### config.mk
export PLATFORM = sky130hd
export DESIGN_NAME = add_sequencer
export DESIGN_NICKNAME = d
export VERILOG_FILES = /design/src/rtl/add_seq_pkg.sv /design/src/rtl/cla8_cin.sv /design/src/rtl/add_sequencer.sv
export SDC_FILE = /design/constraint.sdc
export NUM_CORES = 1
export LEC_CHECK = 0
export ABC_AREA = 1
export CAP_MARGIN = 5
export CELL_PAD_IN_SITES_DETAIL_PLACEMENT = 1
export CELL_PAD_IN_SITES_GLOBAL_PLACEMENT = 1
export CORE_MARGIN = 2
export CORE_UTILIZATION = 41
export CTS_CLUSTER_DIAMETER = 60
export DETAILED_ROUTE_END_ITERATION = 10
export GPL_TIMING_DRIVEN = 0
export PLACE_DENSITY = 0.92
export SETUP_SLACK_MARGIN = 0.2
export SYNTH_ARGS = -nofsm -noshare
export SYNTH_HDL_FRONTEND = slang
export SYNTH_SLANG_ARGS = --single-unit
### constraint.sdc
create_clock -name clk -period 3.5 [get_ports clk]
set_input_delay 0.7 -clock clk [delete_from_list [all_inputs] [get_ports clk]]
set_output_delay 0.7 -clock clk [all_outputs]
set_load 0.02 [all_outputs]
### src/rtl/add_seq_pkg.sv
// ----------------------------------------------------------------------------
// add_seq_pkg
// Shared definitions for the byte-serial add/sub sequencer:
//   state_t  - sequencer FSM states (IDLE, RUN, DONE)
//   BYTE_W   - width of the shared adder slice (one byte per cycle)
// ----------------------------------------------------------------------------
package add_seq_pkg;

  localparam int BYTE_W = 8;

  typedef enum logic [1:0] {
    IDLE = 2'd0,
    RUN  = 2'd1,
    DONE = 2'd2
  } state_t;

endpackage : add_seq_pkg

### src/rtl/cla8_cin.sv
// ----------------------------------------------------------------------------
// cla8_cin
// 8-bit carry-lookahead adder with carry-in. Per-bit cells produce
// generate/propagate terms; every carry is then formed directly from those
// terms and cin, so no carry ripples through a previous sum bit.
//
// Ports:
//   a, b  [7:0]  addends
//   cin          carry-in
//   s     [7:0]  sum
//   cout         carry-out of bit 7
// ----------------------------------------------------------------------------
module cla8_cin
  import add_seq_pkg::*;
(
  input  logic [BYTE_W-1:0] a,
  input  logic [BYTE_W-1:0] b,
  input  logic              cin,
  output logic [BYTE_W-1:0] s,
  output logic              cout
);

  logic [BYTE_W-1:0] g;
  logic [BYTE_W-1:0] p;
  logic [BYTE_W:0]   c;

  for (genvar i = 0; i < BYTE_W; i++) begin : gp_cell
    assign g[i] = a[i] & b[i];
    assign p[i] = a[i] ^ b[i];
  end

  // c[i+1] = g[i] | p[i]g[i-1] | p[i]p[i-1]g[i-2] | ... | p[i..0]cin,
  // expanded as a flat sum of products for each bit position.
  always_comb begin : lookahead
    logic acc;
    logic prop;
    // NOTE: every variable written here gets a value on every pass before it
    // is read, so no latch can be inferred.
    acc  = 1'b0;
    prop = 1'b1;
    c    = '0;
    c[0] = cin;
    for (int i = 0; i < BYTE_W; i++) begin
      acc  = 1'b0;
      prop = 1'b1;
      for (int j = i; j >= 0; j--) begin
        acc  = acc | (prop & g[j]);
        prop = prop & p[j];
      end
      c[i+1] = acc | (prop & cin);
    end
  end

  assign s    = p ^ c[BYTE_W-1:0];
  assign cout = c[BYTE_W];

endmodule : cla8_cin

### src/rtl/add_sequencer.sv
// ----------------------------------------------------------------------------
// add_sequencer
// Byte-serial adder/subtractor. An accepted operation is processed one byte
// per cycle, LSB first, through a single shared 8-bit CLA; the result is then
// held until the consumer takes it.
//
// Parameters:
//   NBYTES     operand width in bytes (legal range 2..16)
//
// Ports:
//   clk        clock, all state changes on the rising edge
//   rst        synchronous active-high reset
//   in_valid   op_a/op_b/sub are valid
//   in_ready   ready to accept (high only in IDLE)
//   op_a       operand A, 8*NBYTES bits
//   op_b       operand B, 8*NBYTES bits
//   sub        0: A+B, 1: A-B
//   out_valid  result valid (high only in DONE)
//   out_ready  consumer accepts the result
//   sum        result modulo 2^(8*NBYTES)
//   cout       final carry (for subtract, 1 = no borrow)
//   ovf        two's-complement signed overflow
// ----------------------------------------------------------------------------
module add_sequencer
  import add_seq_pkg::*;
#(
  parameter int NBYTES = 4
) (
  input  logic                  clk,
  input  logic                  rst,
  input  logic                  in_valid,
  output logic                  in_ready,
  input  logic [8*NBYTES-1:0]   op_a,
  input  logic [8*NBYTES-1:0]   op_b,
  input  logic                  sub,
  output logic                  out_valid,
  input  logic                  out_ready,
  output logic [8*NBYTES-1:0]   sum,
  output logic                  cout,
  output logic                  ovf
);

  localparam int              IDXW     = (NBYTES > 1) ? $clog2(NBYTES) : 1;
  localparam logic [IDXW-1:0] LAST_IDX = IDXW'(NBYTES - 1);

  state_t state_q;
  state_t state_d;

  logic [NBYTES-1:0][BYTE_W-1:0] a_q;
  logic [NBYTES-1:0][BYTE_W-1:0] b_q;
  logic                          sub_q;
  logic [NBYTES-1:0][BYTE_W-1:0] sum_q;
  logic [IDXW-1:0]               idx_q;
  logic                          carry_q;
  logic                          cout_q;
  logic                          ovf_q;

  logic              accept;
  logic              last_byte;
  logic [BYTE_W-1:0] a_byte;
  logic [BYTE_W-1:0] b_eff;
  logic [BYTE_W-1:0] add_s;
  logic              add_co;

  assign in_ready  = (state_q == IDLE);
  assign out_valid = (state_q == DONE);
  assign accept    = in_valid & in_ready;
  assign last_byte = (idx_q == LAST_IDX);

  // --------------------------------------------------------------------------
  // FSM
  // --------------------------------------------------------------------------
  always_ff @(posedge clk) begin
    // NOTE: state is updated with non-blocking assignments so every flop in
    // the design samples the same pre-edge values.
    if (rst) state_q <= IDLE;
    else     state_q <= state_d;
  end

  always_comb begin
    state_d = state_q;
    unique case (state_q)
      IDLE:    if (in_valid)  state_d = RUN;
      RUN:     if (last_byte) state_d = DONE;
      DONE:    if (out_ready) state_d = IDLE;
      default:                state_d = IDLE;
    endcase
  end

  // --------------------------------------------------------------------------
  // Byte mux and shared adder. Subtraction is A + ~B + 1: B is inverted here
  // and the +1 comes from the carry register being loaded with sub on accept.
  // --------------------------------------------------------------------------
  assign a_byte = a_q[idx_q];
  assign b_eff  = b_q[idx_q] ^ {BYTE_W{sub_q}};

  cla8_cin u_cla (
    .a    (a_byte),
    .b    (b_eff),
    .cin  (carry_q),
    .s    (add_s),
    .cout (add_co)
  );

  // --------------------------------------------------------------------------
  // Operand capture
  // --------------------------------------------------------------------------
  // NOTE: operand registers carry no reset; they are always loaded on accept
  // before the datapath ever reads them.
  always_ff @(posedge clk) begin
    if (accept) begin
      a_q   <= op_a;
      b_q   <= op_b;
      sub_q <= sub;
    end
  end

  // --------------------------------------------------------------------------
  // Byte index, carry chain and result registers. Outside RUN the result
  // registers simply hold, which keeps them stable throughout DONE.
  // --------------------------------------------------------------------------
  always_ff @(posedge clk) begin
    if (rst) begin
      idx_q   <= '0;
      carry_q <= 1'b0;
      sum_q   <= '0;
      cout_q  <= 1'b0;
      ovf_q   <= 1'b0;
    end else if (accept) begin
      idx_q   <= '0;
      carry_q <= sub;
    end else if (state_q == RUN) begin
      sum_q[idx_q] <= add_s;
      carry_q      <= add_co;
      if (last_byte) begin
        // Signed overflow: operands agree in sign but the result does not.
        cout_q <= add_co;
        ovf_q  <= (a_byte[BYTE_W-1] == b_eff[BYTE_W-1]) &
                  (add_s[BYTE_W-1] != a_byte[BYTE_W-1]);
      end else begin
        idx_q <= idx_q + IDXW'(1);
      end
    end
  end

  assign sum  = sum_q;
  assign cout = cout_q;
  assign ovf  = ovf_q;

endmodule : add_sequencer

==> After elaboration in Yosys (flattened, before gate mapping) <==
Cells that the tools add are included.
{ "word_totals": {"ff_bits": 104, "input_bits": 69, "out_inout_bits": 36, "elab_cells": 172} }
{ "op_classes": {"n_lt_le_gt_ge": 2, "bitwise_logic": 122, "eq_ne": 8, "n_mux": 13, "n_addsub": 1, "reduce_logical": 8} }
{ "ops": {"columns": ["cell", "count"], "rows": [
  ["$and A1 B1 Y1", 74],
  ["$or A1 B1 Y1", 36],
  ["$bmux W8 S2", 2],
  ["$bwmux W32", 1],
  ["$mux W8", 3],
  ["$demux W8 S2", 1],
  ["$xor A8 B8 Y8", 2],
  ["$xor A1 B1 Y1", 8],
  ["$mux W2", 3],
  ["$pmux W2 S3", 1],
  ["$reduce_and A3 Y1", 2],
  ["$eq A2 B2 Y1 const B", 2],
  ["$ne A2 B2 Y1 const B", 2],
  ["$reduce_and A2 Y1", 2],
  ["$lt A2 B3 Y1 const B", 1],
  ["$add A2 B1 Y2 const B", 1],
  ["$eq A2 B1 Y1 const B", 1],
  ["$ge A2 B1 Y1 const B", 1],
  ["$logic_not A2 Y1", 1],
  ["$mux W1", 2],
  ["$ne A2 B1 Y1 const B", 1],
  ["$not A1 Y1", 2],
  ["$reduce_bool A2 Y1", 1],
  ["$reduce_or A2 Y1", 1],
  ["other kinds (3)", 3]
]} }

==> Logic depth before layout (Yosys ltp) <==
Gate-level depths: netlist of the first run.
{ "logic_depth": {"word_depth": 15, "ltp_mapped": 18} }

==> Cells and area by module <==
From an unflattened synthesis of the first run, not the netlist that was laid out.
{ "unflattened": {"cells_unflattened": 437, "area_unflattened_um2": 4458.0} }
{ "by_module_without_submodules": {"columns": ["module", "n_inst", "cells_each", "area_per_inst_um2"], "rows": [
  ["add_sequencer", 1, 366, 4036.4],
  ["cla8_cin", 1, 71, 421.7]
]} }

==> Least setup slack after synthesis of the first run <==
No wires, ideal clock.
{ "synth_timing": {"path_kind": "register to register", "start": "register state_q[1]", "end": "register a_q[0] in the netlist's numbering (enable)", "t_required_ns": 3.080, "arrival_time_ns": 2.098, "path_slack_ns": 0.982, "setup_ns": 0.420, "synth_period_minus_slack_ns": 2.518, "stages_incl_launch_ff": 4, "path_buffers": 0, "path_cell_list": "dfxtp_1 nor2_1 nand2_1 inv_1"} }
{ "synth_between": {"elab_chain_len": 2} }
{ "synth_lines": {"columns": ["item", "line", "rtl"], "rows": [
  ["start: declaration", "add_sequencer.sv:46", "state_t state_q;"],
  ["start signal: assignment", "add_sequencer.sv:77", "else state_q <= state_d;"],
  ["$logic_not A2 Y1", "add_sequencer.sv:65", "assign in_ready = (state_q == IDLE);"],
  ["named net in_ready", "add_sequencer.sv:32", "output logic in_ready,"],
  ["$and A1 B1 Y1", "add_sequencer.sv:67", "assign accept = in_valid & in_ready;"],
  ["named net accept", "add_sequencer.sv:58", "logic accept;"],
  ["end signal: assignment", "add_sequencer.sv:112", "a_q <= op_a;"],
  ["end: declaration", "add_sequencer.sv:49", "logic [NBYTES-1:0][BYTE_W-1:0] a_q;"]
]} }
The timed path passes the listed nets, and every way through them passes these cells.
A chain may end at the register's enable or synchronous reset.

==> Final worst setup path of the first run <==
{ "layout_timing": {"start": "register idx_q[0]", "end": "register cout_q, in the netlist cout"} }
{ "layout_between": {"elab_chain_len": 13} }
{ "layout_lines": {"columns": ["item", "line", "rtl"], "rows": [
  ["start: declaration", "add_sequencer.sv:53", "logic [IDXW-1:0] idx_q;"],
  ["start signal: assignment", "add_sequencer.sv:141", "idx_q <= idx_q + IDXW'(1);"],
  ["$bmux W8 S2", "add_sequencer.sv:95", "assign b_eff = b_q[idx_q] ^ {BYTE_W{sub_q}};"],
  ["$mux W8 (not written as such)", "add_sequencer.sv:95", null],
  ["$xor A8 B8 Y8", "add_sequencer.sv:95", null],
  ["$xor A1 B1 Y1 / $and A1 B1 Y1 (equally long branches)", "cla8_cin.sv:29, cla8_cin.sv:28", null],
  ["$and A1 B1 Y1, on equally long branches", "cla8_cin.sv:47, cla8_cin.sv:48", null],
  ["$or A1 B1 Y1 (tied with other cells) (6 in series)", "cla8_cin.sv:47", "acc = acc | (prop & g[j]);"],
  ["$or A1 B1 Y1 / $and A1 B1 Y1 (equally long branches)", "cla8_cin.sv:47, cla8_cin.sv:50", null],
  ["$or A1 B1 Y1", "cla8_cin.sv:50", "c[i+1] = acc | (prop & cin);"],
  ["end signal: assignment", "add_sequencer.sv:137", "cout_q <= add_co;"],
  ["end: declaration", "add_sequencer.sv:55", "logic cout_q;"]
]} }
Parallel ways exist; a longest one is shown, timed or not. The select of a mux whose other input is x is not followed.

==> flow_summary.yaml, run 1 <==
critical_path:
  end_kind: "register"
  reg2reg_slack_ps: 470
  path_max_fanout: 10
  slowest_stage: "dlymetal6s2s_1"
  crit_type: "register to register"
  max_stage_delay_ps: 390
  worstReg2RegEnd: "cout"
  crit_family: "compound AO/OA/AOI/OAI gates"
  start_kind: "register"
  cp.arrival_ps: 3290
  required_ps: 3760
  worstRegToRegCells: 14
  path_cells: "clkbuf_2 > dlymetal6s2s_1 > nor2_1 > o22ai_1 > xor2_1 > ha_1 > nand2_1 > nand2_1 > a21oi_2 > nand3_1 > nand2_1 > nand3_1 > o21bai_1 > inv_1"
  cpMostUsedCell: "nand2_1"
  r2r-start: "idx_q[0]"
  path_buf_inv: 3
power_and_ir_drop:
  power_frac_comb_pct: 22.8
  intPower_uw: 2150
  switching_share_pct: 30.8
  seq_power_share_pct: 45.4
  p_leak_uw: 0.00254
  powerDensity_nw_per_um2: 506
  switching_power_uw: 957
  clkPwrFrac_pct: 31.8
  ir_drop_mv: 0.364
  finalPower_uw: 3110
die:
  core-area_um2: 10900
  die_area_um2: 12200
  rows: 38
  ioPinCount: 105
  die_w_um: 110
  start_util_pct: 42.3
  die_y_um: 110
timing:
  slew_violations: 0
  period_share_pct: 86.4
  hold_viol_final: 0
  skew_ps: 9.67
  min_period_ps: 3030
  timing.fmax_mhz: 331
  relSlewSlack_pct: 42.2
  setup_viol: 0
  worstMarginPinSlew_ps: 866
  rsz0062_at_grt: "no"
  setup_tns_ps: 0
hold_path:
  hold_path_class: "register to register"
  hold_end: "sum[24]"
  hold_depth: 2
  worstHoldStart: "sum[24]"
drt:
  wl_met2_mm: 6.78
  detail_route.wl_per_cell_um: 18.2
  routed.top_layer: "met4"
  num_vias: 3705
  first_iter_violations: 156
  wl_met1_mm: 5.24
  drc: 0
  viasPerCell: 5.20
  dr.pass1.iters: 4
  met3_length_um: 612
  wl_mm: 13.0
  ant_nets: 0
clocking:
  cts_buffer_depth: 2
  cts-root-buf: "clkbuf_16"
  clock-sinks: 104
  clk_pin_slew_ps: 80
  cts_htree_levels: 3
  cts_tree: "built"
  clkLatencyLatePin_ps: 360
  hold_buffers: 0
  cts_inserted_buffers: 9
logic_synthesis:
  synth_nets: 535
  synth_top_area_share_pct: 42.2
  avgSynthCellArea_um2: 10.2
  synth_area_um2: 4630
  synth_area_leaders: "edfxtp_1 42%, dfxtp_1 17%, o21ai_0 5.1%, inv_1 4.4%, nand2_1 4.1%"
  yosys_register_bits: 104
  synth_top_area_cell: "edfxtp_1"
  synth_cells: 453
  yosysWarnings: 0
  seq_area_frac_synth_pct: 59.0
  synth_cell_types: 31
global_route:
  grt_first_pass_wirelength_mm: 20.7
  grt_max_degree: 41
  grt_use_total_pct: 23.1
  grt_pass1_vias: 4132
  antenna_found_initial: 0
  gr-total-overflow: 0
finish:
  drive_above_1_share_pct: 9.60
  n_antenna_cell: 0
  final_nets: 650
  syn_to_final_growth_pct: 32.9
  design_area_um2: 6150
placement:
  io_buffers: 103
  dpl_cell_area_um2: 5860
  gp_congestion: 0.815
  dp_hpwl_mm: 10.1
job:
  maxCapViolCount: 0
run_status:
  status: "complete, no violations"
-- power by group through the flow --
| stage | Sequential (uW) | Combinational [uW] | Clock (uW) |
|---|---|---|---|
| 6_report | 1410 | 708 | 990 |
| 5_1_grt | 1420 | 782 | 1050 |
| 4_1_cts | 1410 | 712 | 1000 |
| 3_5_place_dp | 1440 | 703 | 0 |
| 3_3_place_gp | 1440 | 655 | 0 |
| 2_1_floorplan | 1450 | 421 | 0 |
-- how the worst max path moves through the flow --
stage / startpoint / end / cells past startpoint / slack (ps)
floorplan: state_q[1] / a_q[0] / 3 / 980
global placement: in_valid / a_q[25] / 3 / 140
detailed placement: idx_q[1] / sum[27] / 11 / 390
CTS: idx_q[1] / sum[11] / 11 / 380
global route: idx_q[0] / sum[21] / 16 / 240
finish: idx_q[0] / cout / 14 / 470
-- cell usage after synthesis --
| master | n |
|---|---|
| nand2_1 | 51 |
| clkbuf_1 | 4 |
| xnor2_1 | 1 |
| nor3_1 | 1 |
| buf_6 | 3 |
| nor2_2 | 5 |
| inv_2 | 1 |
| buf_2 | 3 |
| clkbuf_2 | 1 |
| o21ai_0 | 47 |
| dlymetal6s2s_1 | 1 |
| o22ai_1 | 15 |
| nand2_2 | 7 |
| a21oi_2 | 2 |
| nand4_1 | 6 |
| o21bai_1 | 9 |
| a21oi_1 | 14 |
| inv_1 | 54 |
| o21a_1 | 12 |
| buf_4 | 9 |
| dfxtp_1 | 39 |
| o211ai_1 | 4 |
| a21boi_0 | 1 |
| nand3_2 | 4 |
| ha_1 | 12 |
| xor2_1 | 10 |
| edfxtp_1 | 65 |
| fa_1 | 1 |
| nand3_1 | 31 |
| nand4_2 | 1 |
| nor2_1 | 39 |
-- cell type report --
cell class                      count  area, um^2
Buffer                             21         150
Clock buffer                        9         225
Clock inverter                      7        62.6
Fill cell                        1208        4780
Inverter                           55         206
Multi-Input combinational cell    273        1540
Sequential cell                   104        2730
Tap cell                          140         175
Timing Repair Buffer              104        1060
-- through the flow --
step | hold WS (ps) | utilization, % | worst slack, ps | cells
2_1_floorplan | 541 | - | 982 | 453
3_3_place_gp | 458 | 53.4 | 144 | 696
3_5_place_dp | 462 | 53.6 | 392 | 697
4_1_cts | 471 | 56.2 | 382 | 713
5_1_grt | 517 | 56.3 | 240 | 713
6_report | 480 | 56.3 | 475 | 713
-- logic make-up after synthesis --
family	count (synthesis)	synth area share, %
buf+inv	76	7.68
simple gates	145	14.3
flops	104	59.0
compound gates	104	13.2
xor+xnor	11	2.08
fa+ha+maj	13	3.68
-- per-layer routing --
metal  global-route usage, %  vias up
met5                       0        -
met4                    8.48        0
met3                    5.29       27
met2                    42.8      105
met1                    25.7     1791
li1                        -     1782
-- repair_timing --
item / 4_1_cts / 5_1_grt
buffers inserted: 0 / 0
endpoints found under the setup margin: 0 / 2
resized for setup: 0 / 2
-- registers in the layout (all words and copies together) (netlist names) --
signal,flops
sum,32
state_q,2
b_q,32
idx_q,2
a_q,32
ovf,1
carry_q,1
cout,1
sub_q,1
-- worst register-to-register path, stage by stage (launching register included) --
cell and delay [ps]:
dfxtp_1 370, clkbuf_2 210, dlymetal6s2s_1 390, nor2_1 110, o22ai_1 280, xor2_1 230, ha_1 350, nand2_1 110
nand2_1 90, a21oi_2 270, nand3_1 120, nand2_1 80, nand3_1 120, o21bai_1 150, inv_1 50
-- layout by cell type, fill, tap and decap left out, drive strengths merged --
master	n
nand3	35
dfxtp	39
xnor2	1
o21ai	47
ha	12
clkdlybuf4s50	103
a21oi	16
edfxtp	65
inv	58
o22ai	15
a21boi	1
buf	16
o211ai	4
o21a	12
dlymetal6s2s	1
nand2	58
xor2	10
nor2	44
clkbuf	14
o21bai	9
clkinv	3
fa	1
nor3	1
clkinvlp	1
nand4	7
Power figures use the tool's default switching activity.
==> inputs of run 2 (changes only) <==
--- a/config.mk
+++ b/config.mk
@@ -9,12 +9,13 @@
 export CAP_MARGIN = 5
 export CELL_PAD_IN_SITES_DETAIL_PLACEMENT = 1
 export CELL_PAD_IN_SITES_GLOBAL_PLACEMENT = 1
-export CORE_MARGIN = 2
-export CORE_UTILIZATION = 41
+export CORE_MARGIN = 5
+export CORE_UTILIZATION = 40
 export CTS_CLUSTER_DIAMETER = 60
 export DETAILED_ROUTE_END_ITERATION = 10
 export GPL_TIMING_DRIVEN = 0
-export PLACE_DENSITY = 0.92
+export PLACE_DENSITY = 0.9
+export REMOVE_ABC_BUFFERS = 1
 export SETUP_SLACK_MARGIN = 0.2
 export SYNTH_ARGS = -nofsm -noshare
 export SYNTH_HDL_FRONTEND = slang
==> run 2 against run 1 <==
Net effect: global-route usage fell by 5.7 points; critical endpoint is now sum[19]; clock skew fell by 2.0 ps; critical path type unchanged; non-clock buffer count down 16; utilization is 3.2 points lower.
==> flow_summary.yaml, run 2 (synthesized netlist as in run 1, its figures left out) <==
die:
  core-area_um2: 11400
  start_util_pct: 40.7
  rows: 39
  die_area_um2: 13800
  ioPinCount: 105
  die_w_um: 118
  die_y_um: 118
global_route:
  grt_first_pass_wirelength_mm: 19.5
  use_met2_pct: 30.3
  grt_pass1_vias: 3910
  gr-total-overflow: 0
  grt_max_degree: 43
  grt_util_met1_pct: 21.0
  grt_use_total_pct: 17.4
  use_met3_pct: 4.23
  antenna_found_initial: 0
  gr-max-usage-layer: "met2"
critical_path:
  start_kind: "register"
  max_stage_delay_ps: 620
  worstRegToRegCells: 12
  crit_type: "register to register"
  path_cells: "clkinvlp_4 > buf_4 > o21ai_0 > o22ai_1 > xor2_1 > ha_1 > nand3_2 > nand3_2 > a21oi_2 > xor2_1 > o21bai_1 > inv_1"
  required_ps: 3780
  path_max_fanout: 37
  cp.arrival_ps: 3250
  worstReg2RegEnd: "sum[19]"
  reg2reg_slack_ps: 530
  slowest_stage: "dfxtp_4"
  r2r-start: "idx_q[0]"
  end_kind: "register"
finish:
  drive_above_1_share_pct: 7.53
  n_antenna_cell: 0
  stdcell_count: 701
  final_cell_mix: "104 x clkdlybuf4s50_1, 65 x edfxtp_1, 51 x nand2_1, 51 x inv_1, 47 x o21ai_0"
  design_area_um2: 6030
  final_nets: 635
  syn_to_final_growth_pct: 30.2
  final_common_cell: "clkdlybuf4s50_1"
timing:
  period_share_pct: 84.8
  rsz0062_at_grt: "no"
  relSlewSlack_pct: 42.3
  skew_ps: 7.63
  min_period_ps: 2970
  setup_viol: 0
  timing.fmax_mhz: 337
  worstMarginPinSlew_ps: 864
  fin_ws_ps: 531
  slew_violations: 0
  hold_viol_final: 0
clocking:
  clkLatencyLatePin_ps: 330
  cts_buffer_depth: 2
  cts_tree: "built"
  cts_inserted_buffers: 9
  cts_htree_levels: 3
  clk_pin_slew_ps: 70
  clock-sinks: 104
  hold_buffers: 0
  cts-root-buf: "clkbuf_16"
power_and_ir_drop:
  p_leak_uw: 0.00243
  finalPower_uw: 2970
  ir_drop_mv: 0.306
  powerDensity_nw_per_um2: 492
hold_path:
  worstHoldStart: "sum[0]"
  hold_end: "sum[0]"
  hold_depth: 2
  hold_path_class: "register to register"
drt:
  viasPerCell: 5.18
  num_vias: 3634
  drc: 0
  wl_mm: 12.0
  ant_nets: 0
  dr.pass1.iters: 4
  first_iter_violations: 145
  detail_route.wl_per_cell_um: 17.1
placement:
  dpl_cell_area_um2: 5720
  io_buffers: 104
  dp_cells: 680
  dp_hpwl_mm: 8.95
  place_ws_ps: -791
  gp_congestion: 0.803
job:
  maxCapViolCount: 0
run_status:
  status: "complete, no violations"
==> run 2: cell count changes in the layout (fill, tap and decap cells not counted), moves of 2 or more <==
cell and delta:
inv_6 -2, inv_1 -2, clkinv_4 -2, buf_4 -5
dfxtp_1 -2, clkbuf_2 -2, clkinv_1 +2, buf_2 -3
clkinvlp_4 +2, buf_6 -3
==> run 2: worst max path at each step <==
| stage | to | startpoint | slack (ps) | depth (start not counted) |
|---|---|---|---|---|
| 2_1_floorplan | sum[31] | idx_q[0] | 470 | 14 |
| 3_3_place_gp | sum[3] | idx_q[0] | -490 | 11 |
| 3_5_place_dp | sum[19] | idx_q[0] | -790 | 11 |
| 4_1_cts | sum[19] | idx_q[1] | 330 | 12 |
| 5_1_grt | carry_q | idx_q[0] | 230 | 13 |
| 6_report | sum[19] | idx_q[0] | 530 | 12 |
==> run 2: per-stage QoR <==
step                hold WS (ps)  utilization [%]  setup TNS (ps)
floorplan                    535                -               0
global placement             461             50.1          -11260
detailed placement           460             50.3          -21850
CTS                          469             52.9               0
global route                 503             53.0               0
finish                       467             53.0               0
==> run 2: repair_timing <==
action,CTS,global route
gates cloned,1,0
setup buffers,3,1
endpoints found under the setup margin,35,23
resized for setup,5,1
==> run 2: final cells by class <==
type                    instances  area [um^2]
well taps                     143          179
inverters                      55          214
clock inverters                 4         21.3
repair buffers                109         1090
multi-input cells             273         1540
repair inverters                1         7.51
fillers                      1284         5340
flip-flops and latches        104         2740
clock buffers                  12          236
==> run 2: layer usage <==
| metal | part of all wire [%] | up-vias |
|---|---|---|
| met4 | 1.7 | 0 |
| met1 | 42 | 1770 |
| li1 | - | 1745 |
| met3 | 5.6 | 14 |
| met2 | 51 | 105 |
| met5 | 0 | - |
==> run 2: power breakdown <==
part	total, uW	internal, uW	switching, uW
Sequential	1420	1380	42.0
Clock	885	478	407
Combinational	660	257	403
Total	2970	2120	852
==> run 2: worst max-delay path, delay by kind of cell (launching register included) <==
kind	cells	cell delay (ps)
compound gates	4	550
xor+xnor	2	730
fa+ha+maj	1	340
buf+inv	3	450
flops	1	620
simple gates	2	210
